### src/rtl/solar_multi_ch_monitor.sv
// solar_multi_ch_monitor: round-robin ADC scanner with box-car averaging, fault filter and irq.
// Optional SOLAR_MON_PEAK_EN adds per-channel peak-hold registers (peak_o, peak_clr_i).
module solar_multi_ch_monitor #(
    parameter int NUM_CH    = 4,
    parameter int DATA_W    = 12,
    parameter int AVG_LOG2  = 3,
    parameter int FAULT_CNT = 4,
    parameter int TIMEOUT   = 255,
    localparam int CH_W     = (NUM_CH > 2) ? $clog2(NUM_CH) : 1
) (
    input  logic              wb_clk_i,
    input  logic              wb_rst_ni,
    input  logic              en_i,
    input  logic [DATA_W-1:0] thresh_i,
    output logic              adc_req_o,
    output logic [CH_W-1:0]   adc_ch_o,
    input  logic              adc_ack_i,
    input  logic [DATA_W-1:0] adc_data_i,
    output logic              avg_valid_o,
    input  logic              avg_ready_i,
    output logic [CH_W-1:0]   avg_ch_o,
    output logic [DATA_W-1:0] avg_data_o,
    output logic [NUM_CH-1:0] fault_o,
    input  logic [NUM_CH-1:0] fault_clr_i,
    output logic              irq_o,
`ifdef SOLAR_MON_PEAK_EN
    output logic [NUM_CH*DATA_W-1:0] peak_o,
    input  logic [NUM_CH-1:0]        peak_clr_i,
`endif
    output logic              timeout_o
);
    localparam int ACC_W = DATA_W + AVG_LOG2;
    localparam int CNT_W = AVG_LOG2 + 1;
    localparam int TMR_W = $clog2(TIMEOUT + 1);
    localparam int LOW_W = 4;

    typedef enum logic [2:0] {IDLE, REQ, GAP, SKIP, EMIT} state_t;
    state_t state, state_nxt;

    logic [ACC_W-1:0]  acc;
    logic [CNT_W-1:0]  cnt;
    logic [TMR_W-1:0]  tmr;
    logic [CH_W-1:0]   ch;
    logic [LOW_W-1:0]  low_cnt [NUM_CH];
    logic [LOW_W-1:0]  low_nxt [NUM_CH];
    logic [NUM_CH-1:0] fault_nxt;
    logic [DATA_W-1:0] avg;
    logic              take, expire, xfer;

    assign avg         = DATA_W'(acc >> AVG_LOG2);
    assign take        = state == REQ && adc_ack_i;
    assign expire      = state == REQ && !adc_ack_i && tmr == TMR_W'(TIMEOUT - 1);
    assign xfer        = state == EMIT && avg_ready_i;
    assign adc_req_o   = state == REQ;
    assign adc_ch_o    = ch;
    assign avg_valid_o = state == EMIT;
    assign avg_ch_o    = ch;
    assign avg_data_o  = avg_valid_o ? avg : '0;

    // SKIP is the post-timeout slot: unlike GAP it honours en_i immediately.
    always_comb begin
        state_nxt = IDLE;
        case (state)
            IDLE:    state_nxt = en_i ? REQ : IDLE;
            REQ:     state_nxt = take ? GAP : expire ? SKIP : REQ;
            GAP:     state_nxt = cnt < CNT_W'(1 << AVG_LOG2) ? REQ : EMIT;
            SKIP:    state_nxt = en_i ? REQ : IDLE;
            EMIT:    state_nxt = avg_ready_i ? (en_i ? REQ : IDLE) : EMIT;
            default: state_nxt = IDLE;
        endcase
    end

    // A transferring channel's filter update overrides its clear, so a set always wins.
    always_comb begin
        fault_nxt = fault_o & ~fault_clr_i;
        for (int i = 0; i < NUM_CH; i++) begin
            low_nxt[i] = fault_clr_i[i] ? '0 : low_cnt[i];
            if (xfer && ch == CH_W'(i)) begin
                if (avg < thresh_i) begin
                    low_nxt[i]   = (low_cnt[i] == LOW_W'(FAULT_CNT)) ? low_cnt[i] : low_cnt[i] + 1'b1;
                    fault_nxt[i] = (low_nxt[i] == LOW_W'(FAULT_CNT)) | fault_o[i];
                end else begin
                    low_nxt[i]   = '0;
                    fault_nxt[i] = 1'b0;
                end
            end
        end
    end

    always_ff @(posedge wb_clk_i) begin
        if (!wb_rst_ni) begin
            state     <= IDLE;
            ch        <= '0;
            acc       <= '0;
            cnt       <= '0;
            tmr       <= '0;
            low_cnt   <= '{default: '0};
            fault_o   <= '0;
            irq_o     <= 1'b0;
            timeout_o <= 1'b0;
        end else begin
            state   <= state_nxt;
            low_cnt <= low_nxt;
            fault_o <= fault_nxt;
            irq_o   <= |(fault_nxt & ~fault_o);
            tmr     <= (state == REQ && !take && !expire) ? tmr + 1'b1 : '0;
            if (take) begin
                acc <= acc + ACC_W'(adc_data_i);
                cnt <= cnt + 1'b1;
            end
            if (expire || xfer) begin
                acc <= '0;
                cnt <= '0;
                ch  <= (ch == CH_W'(NUM_CH - 1)) ? '0 : ch + 1'b1;
            end
            if (expire) timeout_o <= 1'b1;
        end
    end

`ifdef SOLAR_MON_PEAK_EN
    logic [DATA_W-1:0] peak [NUM_CH];

    always_ff @(posedge wb_clk_i) begin
        for (int i = 0; i < NUM_CH; i++) begin
            if (!wb_rst_ni) peak[i] <= '0;
            else if (xfer && ch == CH_W'(i)) peak[i] <= (peak_clr_i[i] || avg > peak[i]) ? avg : peak[i];
            else if (peak_clr_i[i]) peak[i] <= '0;
        end
    end

    for (genvar g = 0; g < NUM_CH; g++) begin : g_peak
        assign peak_o[g*DATA_W +: DATA_W] = peak[g];
    end
`endif
endmodule
### config.mk
export PLATFORM = sky130hd
export DESIGN_NAME = solar_multi_ch_monitor
export DESIGN_NICKNAME = d
export VERILOG_FILES = /design/src/rtl/solar_multi_ch_monitor.sv
export SDC_FILE = /design/constraint.sdc
export NUM_CORES = 1
export LEC_CHECK = 0
export ABC_AREA = 1
export CAP_MARGIN = 20
export CORE_MARGIN = 8
export CORE_UTILIZATION = 40
export DETAILED_ROUTE_END_ITERATION = 6
export GPL_ROUTABILITY_DRIVEN = 0
export PLACE_DENSITY_LB_ADDON = 0.15
export SLEW_MARGIN = 15
export SYNTH_ARGS = -nofsm -noshare
export SYNTH_HDL_FRONTEND = slang
export SYNTH_SLANG_ARGS = --single-unit
### constraint.sdc
create_clock -name wb_clk_i -period 2 [get_ports wb_clk_i]
set_clock_uncertainty 0.1 [all_clocks]
set_input_delay 0.4 -clock wb_clk_i [delete_from_list [all_inputs] [get_ports wb_clk_i]]
set_output_delay 0.4 -clock wb_clk_i [all_outputs]
set_load 0.03 [all_outputs]
==> metrics.cfg <==
[yosys]
syn-num-nets = 621
ys_ff_latch = 54
avgSynthCellArea_um2 = 6.65
ys_types = 37
synthesis.instances = 549
synth_async_reset_ratio_pct = 0
synth-main-ff-cell = sky130_fd_sc_hd__dfxtp_1
synth-edff-count = 0
ys.warnings.count = 0
synth-seq-area-share_pct = 29.6
synth.cell_area_um2 = 3650

[sta]
final.min_clock_period_ns = 1.96
finalHoldViolCount = 0
worst_slew_margin_rel_pct = 78.6
fmaxAchievable_mhz = 509
slew_viol_final = 0
setup_viols_final = 0
min_period_over_period_pct = 98.2
rsz_0062_raised_after_global_routing = true
fin_hold_ws_ns = 0.355
timing_worst_slew_pin_value_ns = 0.320

[cts]
path_clk_slew_ns = 0.10
number_of_buffers_inserted_during_clock_tree_synthesis = 5
clock_insertion_delay_worst_skew_ns = 0.31
root_buffer = sky130_fd_sc_hd__clkbuf_8
number_of_sinks_on_the_clock_net = 54
tritoncts = done
max_clock_buf_depth = 2
h-tree-depth = 2

[drt]
detailedRoute.firstPassIterationCount = 4
drt_iter0_markers = 100
via_total_after_detailed_routing = 3564
wire_length_on_met2_um = 4260
highest_routed_layer = met4
totalWireLength_um = 9270
via_per_inst = 4.75
antenna_left = 0
post_drt_wl_per_cell_um = 12.3
route.detailed.drc = 0
routedLengthMet1_um = 4500
met3RoutedLength_um = 417

[worst_setup_path]
timing.critical_path.slowest_stage_cell = sky130_fd_sc_hd__clkdlybuf4s50_1
setup.worst_path.start_class = input port
crit_path_cell_trace = clkdlybuf4s50_1 > ha_1 > a21oi_2 > o21ai_2 > nand2_1 > nand3_4 > nand2_2 > nand2_4 > nand2_1 > nand2_1 > a21oi_1
critPathKind = in -> reg
slowest_delay_ns = 0.41
critical_path.most_common_cell = sky130_fd_sc_hd__nand2_1
cp_data_required_time_ns = 2.14
critPathCaptureType = flop
worstPathArrival_ns = 2.10
critical_path_peak_fanout = 4

[grt]
grt_antenna_before_repair = 0
grt.overflow.total = 0
first_global_vias = 3380
groute.usage.overall_pct = 14.5
grt_first_pass_wirelength_um = 15300
maximum_number_of_pins_on_one_net_before_global_route_repair = 27

[power]
powerDensity_nw_per_um2 = 466
worst_ir_drop_vdd_v = 0.000305
power.total_mw = 2.34
static-leakage-power_nw = 2.25

[cells_and_area]
multiInputGateArea_um2 = 2470
finalCoreUtilization_pct = 55.4
seqCellArea_um2 = 1080
fillers = 878
antennaDiodeCount = 0
cell_count_final_fillers_out = 751
area_growth_synth_to_finish_pct = 37.6
nNetsFinal = 712
share_of_cells_above_drive_strength_1_pct = 21.1

[die]
placement_rows = 35
chipWidth_um = 112
start_util_pct = 40.2
dieArea_um2 = 12400
io_pins = 57
dieHeight_um = 112
fp.coreArea_um2 = 9060

[place]
placed_cells_incl_taps = 741
place.port_buffers = 56
place.detailed.hpwl_um = 7260

[run]
max-cap-violations = 0

[run_status]
result_of_the_run = completed

[hold_path]
min_path_type = reg -> reg

## path summary, 6_finish.rpt
path,slack [ns],to,depth (start not counted),startpoint
max,0.04,acc[12],11,adc_data_i[3]
max reg2reg,0.15,fault_o[3],10,acc[14]
min,0.35,timeout_o,2,timeout_o
min reg2reg,0.35,timeout_o,2,timeout_o
## through the flow
stage / setup slack [ns] / instance area (um2) / TNS, ns
2_1_floorplan: 0.193 / 3650 / 0
3_3_place_gp: -0.409 / 4540 / -11.81
3_5_place_dp: -0.456 / 4540 / -12.71
4_1_cts: 0.000800 / 4720 / 0
5_1_grt: -0.0388 / 5020 / -0.143
6_report: 0.0355 / 5020 / 0
## state kept, by name (all words and copies together) (netlist names)
register   flops
acc           15
adc_ch_o       2
cnt            4
fault_o        4
irq_o          1
low_cnt       16
state          3
timeout_o      1
tmr            8
## Yosys cell counts, types with 2 or more instances
library cell                 n  area share [%]
sky130_fd_sc_hd__nor2_4      3            0.93
sky130_fd_sc_hd__nand2_1   135              14
sky130_fd_sc_hd__inv_2       2            0.21
sky130_fd_sc_hd__nor3_1      4            0.55
sky130_fd_sc_hd__o211ai_1    2            0.41
sky130_fd_sc_hd__inv_1      93             9.6
sky130_fd_sc_hd__ha_1       38              13
sky130_fd_sc_hd__dfxtp_1    54              30
sky130_fd_sc_hd__a21oi_2     2            0.48
sky130_fd_sc_hd__nand2_2     2            0.34
sky130_fd_sc_hd__nand3b_1    3            0.62
sky130_fd_sc_hd__o22ai_1     2            0.34
sky130_fd_sc_hd__xnor2_1     7             1.7
sky130_fd_sc_hd__nand3_1    34             4.7
sky130_fd_sc_hd__buf_4       3            0.62
sky130_fd_sc_hd__a21oi_1    58             8.0
sky130_fd_sc_hd__or2_2       6             1.0
sky130_fd_sc_hd__o21ai_0    21             2.9
sky130_fd_sc_hd__nor3b_1     3            0.62
sky130_fd_sc_hd__nand4_1     7             1.2
sky130_fd_sc_hd__buf_2       2            0.27
sky130_fd_sc_hd__clkbuf_1    3            0.31
sky130_fd_sc_hd__xor2_1      4            0.96
sky130_fd_sc_hd__nor2_1     48             4.9
## per-layer routing
metal,vias to the layer above,GRT usage [%]
met4,0,4.01
met1,1576,18.5
li1,1924,-
met3,9,3.52
met2,55,23.5
met5,-,0
## worst max-delay path: cells and delay by family
family	cells	cell delay [ns]
simple gates	6	0.47
buf+inv	1	0.41
fa+ha+maj	1	0.35
compound gates	3	0.48
## placed cells by master (no fill, tap or decap), drive strengths merged, types with 6 or more instances in the layout
cell type      instances
dfxtp                 54
ha                    38
nor2                  52
inv                   96
nand2                137
xnor2                  7
or2                    8
nand3                 34
clkdlybuf4s50         32
nand4                  7
dlymetal6s2s           7
clkbuf                 6
a21oi                 60
o21ai                 21
buf                   50
## kinds of logic after synthesis
| logic type | Yosys count | share of synthesized area (%) |
|---|---|---|
| AOI/OAI and AO/OA | 90 | 13.1 |
| xor gates and xnor gates | 11 | 2.64 |
| adders and majority gates | 39 | 13.6 |
| buffers and inverters | 106 | 11.6 |
| DFF | 54 | 29.6 |
| and+or+nand+nor | 249 | 29.5 |
## layout make-up
cell class	instances	share of cell area (%)
Clock buffer	5	1.37
Clock inverter	2	0.773
Inverter	97	7.30
Multi-Input combinational cell	389	49.3
Sequential cell	54	21.5
Tap cell	111	2.77
Timing Repair Buffer	93	16.9
## timing repair
item | 4_1_cts | 5_1_grt
endpoints found under the setup margin | 31 | 34
hold buffers | 0 | 0
pin swaps | 4 | 23
setup buffers | 2 | 1
gates resized for setup | 23 | 72
cloned | 0 | 0
## where the power goes
part	total [mW]	switching, mW	internal, mW
Sequential	1.12	0.0224	1.09
Combinational	0.483	0.248	0.236
Clock	0.740	0.371	0.369
(Power assumes the default switching activity.)
